File: src/rtl/can_crc_pkg.sv
// Shared types, constants and helpers for the CAN CRC-15 sequencer.
// Holds the FSM state enum, CRC geometry and DLC field positions.
package can_crc_pkg;

  typedef enum logic [1:0] {
    IDLE  = 2'd0,
    CALC  = 2'd1,
    RECV  = 2'd2,
    CHECK = 2'd3
  } state_t;

  localparam int          CRC_W        = 15;
  localparam logic [14:0] CRC_POLY_DEF = 15'h4599;
  localparam int          HDR_LEN      = 19;
  localparam int          DLC_MSB_POS  = 15;
  localparam int          DLC_LSB_POS  = 18;

  // One serial CRC-15 step: the x^15 term of the polynomial is implicit.
  function automatic logic [14:0] crc_step(
    input logic [14:0] crc,
    input logic        b,
    input logic [14:0] poly
  );
    logic        nxt;
    logic [14:0] r;
    nxt = b ^ crc[14];
    r   = {crc[13:0], 1'b0};
    if (nxt) r = r ^ poly;
    return r;
  endfunction

  // Bits before the CRC field: header plus clamped data bytes.
  function automatic logic [6:0] pre_len(
    input logic [3:0] dlc,
    input int         max_bytes
  );
    int n;
    n = (int'(dlc) > max_bytes) ? max_bytes : int'(dlc);
    return 7'(HDR_LEN + 8 * n);
  endfunction

endpackage

File: src/rtl/can_crc_sequencer_edge.sv
// Turns the sample level into a one-cycle bit_evt pulse, one cycle late.
// Ports: clk, rst (async high), sample (level in), bit_evt (pulse out).
module bit_edge_detect (
  input  logic clk,
  input  logic rst,
  input  logic sample,
  output logic bit_evt
);

  // low_seen resets to 0 so a sample already high at reset release
  // must drop and rise again before it can produce an event.
  logic low_seen;

  always_ff @(posedge clk or posedge rst) begin
    if (rst) begin
      low_seen <= 1'b0;
      bit_evt  <= 1'b0;
    end else begin
      low_seen <= ~sample;
      bit_evt  <= sample & low_seen;
    end
  end

endmodule

File: src/rtl/can_crc_sequencer.sv
// CAN CRC-15 sequencer: accumulates CRC over SOF..data, then receives
// and compares the transmitted CRC field.
// Ports: clk, rst, sample, rx_bit, stuff_bit, sof, abort (in);
//        busy, crc_value[14:0], crc_ok, crc_err (out).
module can_crc_sequencer
  import can_crc_pkg::*;
#(
  parameter logic [14:0] CRC_POLY       = CRC_POLY_DEF,
  parameter int          MAX_DATA_BYTES = 8
) (
  input  logic        clk,
  input  logic        rst,
  input  logic        sample,
  input  logic        rx_bit,
  input  logic        stuff_bit,
  input  logic        sof,
  input  logic        abort,
  output logic        busy,
  output logic [14:0] crc_value,
  output logic        crc_ok,
  output logic        crc_err
);

  state_t      state, nxt_state;
  logic        bit_evt;
  logic        bit_q;
  logic        stuff_q;
  logic        ev;
  logic [6:0]  cnt;
  logic [3:0]  dlc;
  logic [3:0]  dlc_eff;
  logic [6:0]  len;
  logic        last_calc;
  logic        last_recv;
  logic [14:0] crc;
  logic [14:0] rcv;

  bit_edge_detect u_edge (
    .clk     (clk),
    .rst     (rst),
    .sample  (sample),
    .bit_evt (bit_evt)
  );

  // The event fires a cycle after sample rises, when rx_bit may
  // already be gone, so hold the bus values seen while sampling.
  always_ff @(posedge clk or posedge rst) begin
    if (rst) begin
      bit_q   <= 1'b0;
      stuff_q <= 1'b0;
    end else if (sample) begin
      bit_q   <= rx_bit;
      stuff_q <= stuff_bit;
    end
  end

  assign ev = bit_evt & ~stuff_q;

  // The last DLC bit is not yet in dlc when it is consumed; with
  // DLC=0 that same bit also ends the header, so fold it in here.
  assign dlc_eff = (cnt == 7'(DLC_LSB_POS)) ?
                   {dlc[3:1], bit_q} : dlc;
  assign len       = pre_len(dlc_eff, MAX_DATA_BYTES);
  assign last_calc = (cnt == len - 7'd1);
  assign last_recv = (cnt == 7'(CRC_W - 1));

  always_ff @(posedge clk or posedge rst) begin
    if (rst) state <= IDLE;
    else     state <= nxt_state;
  end

  always_comb begin
    nxt_state = state;
    if (abort) begin
      nxt_state = IDLE;
    end else begin
      case (state)
        IDLE:  if (sof) nxt_state = CALC;
        CALC:  if (ev && last_calc) nxt_state = RECV;
        RECV:  if (ev && last_recv) nxt_state = CHECK;
        CHECK: nxt_state = IDLE;
        default: nxt_state = IDLE;
      endcase
    end
  end

  always_comb begin
    busy    = (state != IDLE);
    crc_ok  = 1'b0;
    crc_err = 1'b0;
    if (state == CHECK && !abort) begin
      crc_ok  = (rcv == crc);
      crc_err = (rcv != crc);
    end
  end

  // cnt indexes frame bits in CALC and is reused for the CRC field.
  always_ff @(posedge clk or posedge rst) begin
    if (rst) begin
      cnt <= '0;
      dlc <= '0;
      crc <= '0;
      rcv <= '0;
    end else if (abort) begin
      cnt <= cnt;
    end else if (state == IDLE) begin
      if (sof) begin
        cnt <= '0;
        dlc <= '0;
        crc <= '0;
        rcv <= '0;
      end
    end else if (ev) begin
      if (state == CALC) begin
        crc <= crc_step(crc, bit_q, CRC_POLY);
        cnt <= last_calc ? 7'd0 : cnt + 7'd1;
        if (cnt >= 7'(DLC_MSB_POS) && cnt <= 7'(DLC_LSB_POS))
          dlc[2'(DLC_LSB_POS - int'(cnt))] <= bit_q;
      end else if (state == RECV) begin
        rcv <= {rcv[13:0], bit_q};
        cnt <= cnt + 7'd1;
      end
    end
  end

  assign crc_value = crc;

endmodule

File: config.mk
export PLATFORM = sky130hd
export DESIGN_NAME = can_crc_sequencer
export DESIGN_NICKNAME = d
export VERILOG_FILES = /design/src/rtl/can_crc_pkg.sv /design/src/rtl/can_crc_sequencer_edge.sv /design/src/rtl/can_crc_sequencer.sv
export SDC_FILE = /design/constraint.sdc
export NUM_CORES = 1
export LEC_CHECK = 0
export ABC_AREA = 1
export ABC_CLOCK_PERIOD_IN_PS = 3000
export CAP_MARGIN = 20
export CORE_MARGIN = 3
export CORE_UTILIZATION = 45
export CTS_BUF_LIST = sky130_fd_sc_hd__clkbuf_2
export CTS_CLUSTER_SIZE = 12
export DETAILED_ROUTE_END_ITERATION = 6
export HOLD_SLACK_MARGIN = 0.06
export PLACE_DENSITY = 0.65
export SLEW_MARGIN = 0
export SYNTH_ARGS = -nofsm -noshare
export SYNTH_HDL_FRONTEND = slang
export SYNTH_SLANG_ARGS = --single-unit
File: constraint.sdc
create_clock -name clk -period 3 [get_ports clk]
set_input_delay 0.6 -clock clk [delete_from_list [all_inputs] [get_ports clk]]
set_output_delay 0.6 -clock clk [all_outputs]
set_load 0.005 [all_outputs]
==> impl_metrics.ini <==
[cts]
cts_buffer_depth = 2
path_clk_slew_ns = 0.26
htreeDepth = 2
cts_tree = built
cts.sinks = 47
insertion_delay_ns = 0.43
cts_buffers = 5
root_buffer = clkbuf_2
ctsHoldBuffers = 0

[detailed_routing]
drt-initial-drc-count = 208
drt_pass1_iterations = 4
wirelength_mm = 5.71
ant_nets = 0
wl_per_cell_um = 13.1
vias = 2220
post_drt_via_cell_ratio = 5.09
drc = 0

[worst_setup_path]
cp_max_fo = 4
r2r_cells = 11
crit_required_ns = 2.40
worstPathArrival_ns = 2.16
critPathKind = reg -> out
end_kind = output port
crit_path_start_kind = flip-flop
regToRegStartpoint = state[0]
r2r_slack_ns = 0.51
critical_path.startpoint = crc_value[10]
r2r-end = dlc[2]

[synthesis]
yosys-top-cells-area = dfrtp_1, nand2_1, inv_1, nand3_1, o21ai_0
synth_top_area_share = 0.447
yosysUniqueCellTypes = 24
synth-edff-count = 0
synthCells = 335
synthTopCellsByCount = nand2_1, inv_1, dfrtp_1
synth_top_cell_by_area = dfrtp_1
synth_seq_cells = 47
avgSynthCellArea_um2 = 7.86
netlist_area_um2 = 2630
syn-num-nets = 353
async_flop_share = 1.00
ys_seq_area_frac = 0.447
yosysMostFrequentCell = nand2_1
synth_ff_type = dfrtp_1
yosysWarnings = 0

[power]
pwr-share-seq = 0.415
power_frac_clock = 0.113
p_sw_uw = 1090
peakVddDrop_mv = 0.335
power_frac_comb = 0.472
p_leak_uw = 0.00142
switching_share = 0.440
power_density_nw_per_um2 = 809
internal_power_uw = 1380

[sta]
min_period_over_period = 0.918
slew_viol_final = 0
setup_viol_count_final = 0
max_freq_mhz = 363
max_slew_margin = 0.772
setup_tns_ns = 0
whs_ns = 0.469
worst_slew_pin_slew_ns = 0.342
hold_viol_final = 0
skew_ns = 0.0298
layout_min_cycle_time_ns = 2.76
rsz0062_at_grt = false

[cells_and_area]
layout.nets = 381
fillers = 559
syn_to_final_growth_pct = 15.7
drive_above_1_share = 0.0632
fin_util = 0.547
insertedDiodeCount = 0

[global_route]
antenna_found_initial = 0
grt_pass1_wl_mm = 9.76
grt_max_degree = 48
gr-total-overflow = 0
grt_pass1_vias = 2039
track_usage = 0.189

[floorplanning]
pin_count = 25
row_count = 27
initial_core_util = 0.473
coreArea_um2 = 5570
die_w_um = 82.5
fp.dieArea_um2 = 6810
die_y_um = 82.5

[run_status]
status = completed

[place]
gp_congestion = 0.823
port_buffers = 24
dp_hpwl_mm = 4.10

[min_path]
hold_class = in -> async

[job]
cap_violations = 0
routing by layer:
metal,vias to the layer above,GRT usage,part of all wire
li1,1135,-,-
met1,1026,0.270,0.48
met2,52,0.290,0.45
met3,7,0.0390,0.052
met4,0,0.0507,0.014
met5,-,0,0
worst max-delay path by stage:
stage	end	cells after the start	slack, ns
2_1_floorplan	dlc[0]	9	1.24
3_3_place_gp	crc_err	5	0.56
3_5_place_dp	crc_err	5	0.55
4_1_cts	crc_ok	6	0.11
5_1_grt	crc_ok	6	0.002
6_report	crc_ok	6	0.24
registers in the layout, summed over array words and instances, names as in the netlist:
register and cells:
cnt 7, rcv 15, stuff_q 1, u_edge.bit_evt 1, dlc 4, bit_q 1
crc_value 15, state 2, u_edge.low_seen 1
placed cells by master (no fill, tap or decap), types with 3 or more instances in the layout:
| master | netlist | routed |
|---|---|---|
| nand2_1 | 60 | 60 |
| inv_1 | 59 | 58 |
| dfrtp_1 | 47 | 47 |
| nand3_1 | 37 | 37 |
| o21ai_0 | 31 | 31 |
| clkdlybuf4s50_1 | 0 | 24 |
| nor2_1 | 22 | 22 |
| nand4_1 | 14 | 14 |
| o21ai_1 | 13 | 13 |
| xnor2_1 | 13 | 13 |
| ha_1 | 11 | 11 |
| clkbuf_2 | 1 | 6 |
| xor2_1 | 5 | 5 |
| buf_4 | 0 | 5 |
| inv_2 | 2 | 3 |
| a21oi_1 | 3 | 3 |
repair_timing:
action	4_1_cts	5_1_grt
gates resized for setup	0	1
endpoints found under the hold margin	0	0
endpoints found under the setup margin	0	1
buffers inserted	0	0
stage by stage:
stage / instances / setup slack, ns / power, uW / area (um2)
after floorplan: 335 / 1.24 / 1760 / 2630
after global placement: 428 / 0.557 / 2170 / 2990
after detailed placement: 428 / 0.547 / 2190 / 2990
after CTS: 436 / 0.114 / 2470 / 3040
after global routing: 436 / 0.00183 / 2710 / 3050
final: 436 / 0.245 / 2460 / 3050
critical path, stage by stage (launching register included):
cell and delay [ns]:
dfrtp_1 0.48, xnor2_1 0.21, nand4_1 0.13, nor4_2 0.23
nand2_1 0.08, nor2_1 0.09, clkdlybuf4s50_1 0.50
area by class of cell:
cell class	count	area, um2	share of cell area
multi-input cells	218	1210	0.396
inverters	61	229	0.0752
clock inverters	2	17.5	0.00575
clock buffers	6	30.0	0.00986
well taps	72	90.1	0.0296
flip-flops and latches	47	1180	0.386
repair buffers	30	298	0.0977
cell families (layout without fill, tap and decap cells):
family / Yosys count / count (layout) / share of synthesized area
buf+inv: 70 / 99 / 0.103
fa+ha+maj: 11 / 11 / 0.0523
compound gates: 51 / 51 / 0.103
flops: 47 / 47 / 0.447
xor+xnor: 18 / 18 / 0.0599
simple gates: 138 / 138 / 0.236
power by group through the flow:
stage	combinational, uW	clock [uW]	sequential, uW
finish	1160	278	1020
CTS	1150	292	1030
floorplan	766	0	997
detailed placement	1150	0	1040
global route	1330	315	1060
global placement	1130	0	1040
(Power assumes the default switching activity.)
